[config.mk]
export PLATFORM = sky130hd
export DESIGN_NAME = pixel_write_arbiter
export DESIGN_NICKNAME = d
export VERILOG_FILES = /design/src/rtl/pixel_write_arbiter.sv
export SDC_FILE = /design/constraint.sdc
export NUM_CORES = 1
export LEC_CHECK = 0
export BUFFER_PORTS_ARGS = -buffer_cell sky130_fd_sc_hd__buf_2
export CAP_MARGIN = 20
export CORE_ASPECT_RATIO = 1.2
export CORE_MARGIN = 8
export CORE_UTILIZATION = 36
export CTS_BUF_LIST = sky130_fd_sc_hd__clkbuf_4
export CTS_CLUSTER_DIAMETER = 50
export DETAILED_ROUTE_END_ITERATION = 8
export PLACE_DENSITY = 0.95
export SLEW_MARGIN = 20
export SYNTH_ARGS = -nofsm -noshare
export SYNTH_HDL_FRONTEND = slang
export SYNTH_SLANG_ARGS = --single-unit
[constraint.sdc]
create_clock -name clk -period 3.65 [get_ports clk]
set_input_delay 0.1825 -clock clk [delete_from_list [all_inputs] [get_ports clk]]
set_output_delay 0.1825 -clock clk [all_outputs]
set_load 0.005 [all_outputs]
[src/rtl/pixel_write_arbiter.sv]
// Burst-granting round-robin arbiter that shares the framebuffer pixel-write port
// between the cursor/pen painter (requester 0) and the clear/fill engine (requester 1).

typedef logic [15:0] ILI9341_color_t;

module pixel_write_arbiter #(
    parameter int X_WIDTH = 8,
    parameter int Y_WIDTH = 9
) (
    input  logic                 clk,
    input  logic                 rst,

    input  logic [1:0]           req_valid,
    input  logic [1:0]           req_last,
    input  logic [X_WIDTH-1:0]   req_x_0,
    input  logic [Y_WIDTH-1:0]   req_y_0,
    input  ILI9341_color_t       req_color_0,
    input  logic [X_WIDTH-1:0]   req_x_1,
    input  logic [Y_WIDTH-1:0]   req_y_1,
    input  ILI9341_color_t       req_color_1,
    output logic [1:0]           req_ready,

    output logic                 wr_valid,
    output logic [X_WIDTH-1:0]   wr_x,
    output logic [Y_WIDTH-1:0]   wr_y,
    output ILI9341_color_t       wr_color,
    output logic                 wr_last,
    input  logic                 wr_ready,

    output logic [1:0]           grant,
    output logic                 busy
);

    typedef enum logic [1:0] {
        IDLE   = 2'd0,
        GRANT0 = 2'd1,
        GRANT1 = 2'd2
    } state_e;

    state_e state_q, state_d;
    logic   last_served_q, last_served_d;
    logic   burst_open_q, burst_open_d;
    logic   owner;
    logic   other;

    always_ff @(posedge clk) begin
        if (rst) begin
            state_q       <= IDLE;
            last_served_q <= 1'b1;
            burst_open_q  <= 1'b0;
        end else begin
            state_q       <= state_d;
            last_served_q <= last_served_d;
            burst_open_q  <= burst_open_d;
        end
    end

    // Outputs are forced to their reset values while rst is high so that no
    // beat can be accepted in a cycle the arbiter is about to forget.
    always_comb begin
        state_d       = state_q;
        last_served_d = last_served_q;
        burst_open_d  = burst_open_q;
        owner         = 1'b0;
        other         = 1'b1;
        req_ready     = 2'b00;
        wr_valid      = 1'b0;
        wr_x          = '0;
        wr_y          = '0;
        wr_color      = '0;
        wr_last       = 1'b0;
        grant         = 2'b00;
        busy          = 1'b0;

        if (!rst) begin
            unique case (state_q)
                IDLE: begin
                    if (req_valid == 2'b11) begin
                        state_d = last_served_q ? GRANT0 : GRANT1;
                    end else if (req_valid[0]) begin
                        state_d = GRANT0;
                    end else if (req_valid[1]) begin
                        state_d = GRANT1;
                    end
                end

                GRANT0, GRANT1: begin
                    owner     = (state_q == GRANT1);
                    other     = ~owner;
                    grant     = owner ? 2'b10 : 2'b01;
                    busy      = 1'b1;
                    wr_valid  = req_valid[owner];
                    wr_x      = owner ? req_x_1 : req_x_0;
                    wr_y      = owner ? req_y_1 : req_y_0;
                    wr_color  = owner ? req_color_1 : req_color_0;
                    wr_last   = req_last[owner];
                    req_ready = wr_ready ? grant : 2'b00;

                    if (wr_valid && wr_ready) begin
                        if (wr_last) begin
                            last_served_d = owner;
                            burst_open_d  = 1'b0;
                            if (req_valid[other]) begin
                                state_d = other ? GRANT1 : GRANT0;
                            end
                        end else begin
                            burst_open_d = 1'b1;
                        end
                    end else if (!burst_open_q && !req_valid[owner]) begin
                        // Kept the port after a last beat, but no new burst followed.
                        state_d = req_valid[other] ? (other ? GRANT1 : GRANT0) : IDLE;
                    end
                end

                default: state_d = IDLE;
            endcase
        end
    end

endmodule

==> metrics.md, run 1 <==
| Metric | Value |
|---|---|
| Post-placement setup slack | 1.51 ns |
| Syn Area/Cell | 7.17 sq um |
| DRT iter0 DRCs | 75 |
| DP HPWL | 3.16 mm |
| Required time worst endpoint | 3.47 ns |
| Max incr delay on CP | 0.48 ns |
| Worst Tran Pin Value | 0.594 ns |
| Max Root-Sink Buffers | 2 |
| Hold crit path type | primary input to register |
| FF+latch count, synth | 4 |
| First-pass iteration count of the detailed router | 4 |
| P&R area growth vs syn | 66.8% |
| Final WL | 3.74 mm |
| I/O Pins | 113 |
| Crit. End Element | primary output |
| Hold_buf cts | 0 |
| Setup Skew | 0.000560 ns |
| Area share of the leading cell type in the synthesized netlist | 38.8% |
| Warning count from the yosys run | 0 |
| WL/cell | 14.0 microns |
| Die area | 0.00438 sq mm |
| Cell leakage power | 0.000850 uW |
| Worst-Skew Late Latency | 0.23 ns |
| Area post-placement | 0.00148 sq mm |
| Register area share after synthesis | 8.86% |
| Aggregate negative setup slack | 0 ns |
| Root Buffer | clkbuf_4 |
| Leading area contributor after synthesis | mux2i_1 |
| Ant diodes | 0 |
| Startpoint types | register |
| DRT antenna net count | 0 |
| Design area | 0.00151 sq mm |
| Core ar. | 0.00245 sq mm |
| Routed vias | 1291 |
| Achievable clock frequency | 0.435 GHz |
| Global route total overflow | 0 |
| Setup violations, final | 0 |
| Slowest stage cell, crit path | nand2b_1 |
| Num rows | 20 |
| Mapped Cells | 126 |
| Nets | 314 |
| Crit path kind | register to primary output |
| Die Y | 70.9 microns |
| CTS resizes | 0 |
| Port bufs | 112 |
| H-tree Lvls | 1 |
| TritonCTS clock tree | built |
| Share of cells above drive strength 1 | 51.3% |
| Mapped Area | 903 sq um |
| Final hold violations | 0 |
| Number of global-route vias before repair | 1329 |
| Relative slew slack | 60.4% |
| Final Cycle Share | 63.0% |
| Crit path DAT | 2.12 ns |
| Drt drc | 0 |
| Tot GR Track Use | 16.1% |
| CTS sink count | 4 |
| RSZ-0062 raised after global routing | no |
| Num CTS Buffers | 3 |
| Critical Path, Cell by Cell | inv_1 > ha_1 > nand2b_1 > buf_4 > nor2_1 > buf_2 |
| Min Tclk post-route | 2.30 ns |
| Initial Utilization | 36.8% |
| Outcome | complete, no violations |
| Pins Over Slew Limit | 0 |
| Synthesized net count | 204 |
| Vias per cell | 4.84 |
| RePlAce Congestion | 0.777 |
| Largest net degree at the start of global routing | 22 |
| Clock-pin slew on the worst setup and hold paths | 0.03 ns |
| Total power | 822 uW |
| Initial antenna violation count | 0 |
| First-pass GRT wire length | 5.70 mm |
| Worst Slack Setup Final | 1.35 ns |
| Synth top area cells | mux2i_1 (39%), nor2_1 (15%), dfxtp_1 (8.9%), ha_1 (6.9%), a21oi_1 (2.2%) |
| Max-Cap Viols | 0 |
| Yosys cell types | 27 |
| Critical path fanouts, max | 20 |
| Worst vdd ir | 0.395 mV |
| Post-CTS Setup Bufs | 0 |
| Die width | 61.7 microns |
| Power per cell area | 545 mW/mm^2 |
## metal layers
layer / GRT usage [%] / vias up / share of wire, %
li1: - / 655 / -
met1: 15.7 / 578 / 36
met2: 30.6 / 54 / 56
met3: 3.81 / 4 / 7.3
met4: 5.33 / 0 / 1.0
met5: 0 / - / 0
## flip-flops by register name, indices dropped and copies added, names as in the netlist
signal         cells
state_q            2
last_served_q      1
burst_open_q       1
## cells in the final DEF, fill, tap and decap left out, types with 2 or more instances in the layout
| cell | Yosys | routed |
|---|---|---|
| clkbuf_4 | 0 | 3 |
| nand2b_1 | 3 | 3 |
| ha_1 | 5 | 4 |
| mux2i_1 | 35 | 35 |
| buf_2 | 4 | 112 |
| a21oi_1 | 4 | 4 |
| o41ai_1 | 2 | 2 |
| inv_1 | 5 | 5 |
| nor2b_1 | 3 | 3 |
| nor2_1 | 37 | 37 |
| buf_4 | 0 | 2 |
| dfxtp_1 | 4 | 4 |
| nand4_1 | 2 | 2 |
| o21ai_0 | 3 | 3 |
| nand2_1 | 2 | 2 |
## power by group
group | internal (uW) | switching, uW
sequential | 60.6 | 14.6
clock | 36.7 | 17.3
combinational | 329 | 364
## kinds of logic after synthesis
family                   share of synthesized area, %
AND/OR/NAND/NOR                                  28.0
buffers and inverters                            6.37
adder cells (fa/ha/maj)                          6.93
multiplexers                                     40.4
AO/OA/AOI/OAI                                    9.42
flip-flops                                       8.86
## cell type report
cell class	instances	area, sq um
clock buffer	3	22.5
multi-input combinational	108	768
timing repair buffer	114	576
sequential	4	80.1
fill	222	946
tap	33	41.3
inverter	5	18.8
## critical path, delay by kind of cell, from the launching register on
| kind | cells | cell delay (ns) |
|---|---|---|
| adders and majority gates | 1 | 0.40 |
| buffers and inverters | 3 | 0.57 |
| and+or+nand+nor | 2 | 0.55 |
| DFF | 1 | 0.35 |
## cells in the mapped netlist
| master | n |
|---|---|
| a21oi_1 | 4 |
| a22oi_1 | 1 |
| and3_1 | 1 |
| and3b_1 | 1 |
| and4_4 | 1 |
| buf_1 | 1 |
| buf_2 | 4 |
| clkbuf_1 | 4 |
| dfxtp_1 | 4 |
| ha_1 | 5 |
| inv_1 | 5 |
| mux2_4 | 1 |
| mux2i_1 | 35 |
| nand2_1 | 2 |
| nand2b_1 | 3 |
| nand3b_1 | 1 |
| nand4_1 | 2 |
| nand4b_1 | 1 |
| nor2_1 | 37 |
| nor2b_1 | 3 |
| nor3b_1 | 1 |
| o21ai_0 | 3 |
| o21bai_1 | 1 |
| o22a_1 | 1 |
| o32ai_1 | 1 |
| o41ai_1 | 2 |
| or2_0 | 1 |
## final timing paths
kind              cells after the start           end  slack [ns]          from
setup / recovery                      6       wr_x[4]        1.35    state_q[0]
hold / removal                        2  burst_open_q        0.26           rst
setup reg to reg                      6    state_q[0]        1.50    state_q[0]
hold reg to reg                       2  burst_open_q        0.50  burst_open_q
## per-stage QoR
step	util (%)	hold slack, ns	instances
after floorplan	-	0.351	126
after global placement	60.5	0.486	264
after detailed placement	60.5	0.499	264
after CTS	61.4	0.254	267
after global routing	61.4	0.279	267
final	61.4	0.259	267
Note: power is estimated with default switching activity, not from simulation.
==> run 2, diff against run 1 <==
--- a/config.mk
+++ b/config.mk
@@ -9,11 +9,11 @@
 export CAP_MARGIN = 20
 export CORE_ASPECT_RATIO = 1.2
 export CORE_MARGIN = 8
-export CORE_UTILIZATION = 36
+export CORE_UTILIZATION = 30
 export CTS_BUF_LIST = sky130_fd_sc_hd__clkbuf_4
 export CTS_CLUSTER_DIAMETER = 50
 export DETAILED_ROUTE_END_ITERATION = 8
-export PLACE_DENSITY = 0.95
+export PLACE_DENSITY = 0.87
 export SLEW_MARGIN = 20
 export SYNTH_ARGS = -nofsm -noshare
 export SYNTH_HDL_FRONTEND = slang
==> constraint.sdc (replaced) <==
create_clock -name clk -period 2.06 [get_ports clk]
set_input_delay 0.103 -clock clk [delete_from_list [all_inputs] [get_ports clk]]
set_output_delay 0.103 -clock clk [all_outputs]
set_load 0.005 [all_outputs]
==> metrics.md, run 2 (synthesis results as in run 1) <==
| Metric | Value |
|---|---|
| Achievable clock frequency | 0.536 GHz |
| DRT antenna net count | 0 |
| Power per cell area | 956 mW/mm^2 |
| Hold crit path type | primary input to register |
| Crit path kind | register to primary output |
| Initial Utilization | 30.4% |
| Seq pwr share | 9.1% |
| Global route total overflow | 0 |
| TritonCTS clock tree | built |
| Commonest non-fill, non-tap cell in the layout | buf_2 |
| Port bufs | 112 |
| First-pass iteration count of the detailed router | 4 |
| H-tree Lvls | 1 |
| Crit. End Element | primary output |
| Startpoint types | register |
| Max-Cap Viols | 0 |
| Worst Tran Pin Value | 0.331 ns |
| Switching Power | 691 uW |
| CTS resizes | 0 |
| Hold_buf cts | 0 |
| Crit path DAT | 1.76 ns |
| Tot GR Track Use | 13.9% |
| Num CTS Buffers | 3 |
| Clk pwr share | 6.6% |
| Largest register FFs | 2 |
| Required time worst endpoint | 1.96 ns |
| Cell leakage power | 0.000855 uW |
| Initial antenna violation count | 0 |
| Relative slew slack | 77.9% |
| First-pass GRT wire length | 5.78 mm |
| I/O Pins | 113 |
| Root Buffer | clkbuf_4 |
| DP HPWL | 3.27 mm |
| Most frequent cells in the layout | buf_2 (112), nor2_1 (37), mux2i_1 (35) |
| Final WL | 3.75 mm |
| Worst vdd ir | 0.795 mV |
| Sw Ratio | 47.6% |
| Min Tclk post-route | 1.87 ns |
| Num rows | 22 |
| Largest net degree at the start of global routing | 37 |
| Nets | 315 |
| Final Cycle Share | 90.6% |
| Vias per cell | 4.83 |
| CTS sink count | 4 |
| Post-CTS Setup Bufs | 0 |
| Die area | 0.00503 sq mm |
| Die width | 66.1 microns |
| Setup violations, final | 0 |
| DRT iter0 DRCs | 44 |
| RSZ-0062 raised after global routing | no |
| Die Y | 76.1 microns |
| Setup Skew | 0.000491 ns |
| Routed vias | 1309 |
| Total power | 1450 uW |
| Outcome | complete, no violations |
| Clock-pin slew on the worst setup and hold paths | 0.03 ns |
| Gate power share | 84.3% |
| Pins Over Slew Limit | 0 |
| Largest registers | state_q x2, burst_open_q x1, last_served_q x1 |
| Internal Power | 760 uW |
| RePlAce Congestion | 0.800 |
| Share of cells above drive strength 1 | 51.5% |
| Critical path fanouts, max | 36 |
| Final hold violations | 0 |
| Max Root-Sink Buffers | 2 |
| Drt drc | 0 |
| P&R area growth vs syn | 68.0% |
| Number of global-route vias before repair | 1313 |
| Aggregate negative setup slack | 0 ns |
| Core ar. | 0.00297 sq mm |
| Worst-Skew Late Latency | 0.24 ns |
| Biggest register | state_q |
| Ant diodes | 0 |
| WL/cell | 13.8 microns |
[run 2: cell count changes in the layout (fill, tap and decap cells not counted)]
cell / previous run / this run
buf_4: 2 / 3
[run 2: area by class of cell]
cell class / instances / area, sq um
well taps: 36 / 45.0
inverters: 5 / 18.8
fillers: 299 / 1460
flip-flops and latches: 4 / 80.1
multi-input cells: 108 / 768
repair buffers: 115 / 583
clock buffers: 3 / 22.5
[run 2: through the flow]
| step | hold WS (ns) | cells | cell area (sq um) | worst slack (ns) | util, % |
|---|---|---|---|---|---|
| after global placement | 0.411 | 268 | 1500 | 0.272 | 50.3 |
| after detailed placement | 0.414 | 268 | 1500 | 0.187 | 50.3 |
| final | 0.174 | 271 | 1520 | 0.194 | 51.1 |
| after CTS | 0.170 | 271 | 1520 | 0.168 | 51.1 |
| after global routing | 0.209 | 271 | 1520 | 0.0308 | 51.1 |
| after floorplan | 0.272 | 126 | 903 | 0.351 | - |
[run 2: layer usage]
metal,track usage [%],vias to the layer above,wire [microns]
met1,12.9,578,1350
met2,25.3,67,1940
met4,5.57,0,51
met3,5.74,6,413
met5,0,-,0
li1,-,658,-
[run 2: power groups by stage]
| stage | registers [uW] | logic, uW | clock network, uW |
|---|---|---|---|
| after floorplan | 127 | 836 | 0 |
| after global placement | 131 | 1210 | 0 |
| after detailed placement | 133 | 1230 | 0 |
| after CTS | 132 | 1240 | 101 |
| after global routing | 137 | 1350 | 106 |
| final | 132 | 1220 | 96.0 |
[run 2: path summary, 6_finish.rpt]
| kind | cells after the start | slack [ns] | from | end |
|---|---|---|---|---|
| setup / recovery | 6 | 0.19 | state_q[0] | wr_color[9] |
| hold / removal | 2 | 0.17 | rst | burst_open_q |
| setup reg to reg | 6 | 0.20 | state_q[0] | state_q[0] |
| hold reg to reg | 2 | 0.50 | burst_open_q | burst_open_q |
[run 2: critical path, cell delays in order (launching register included)]
cell and delay, ns:
dfxtp_1 0.35, inv_1 0.10, ha_1 0.40, nand2b_1 0.11, buf_4 0.32, nor2_1 0.10
buf_2 0.14
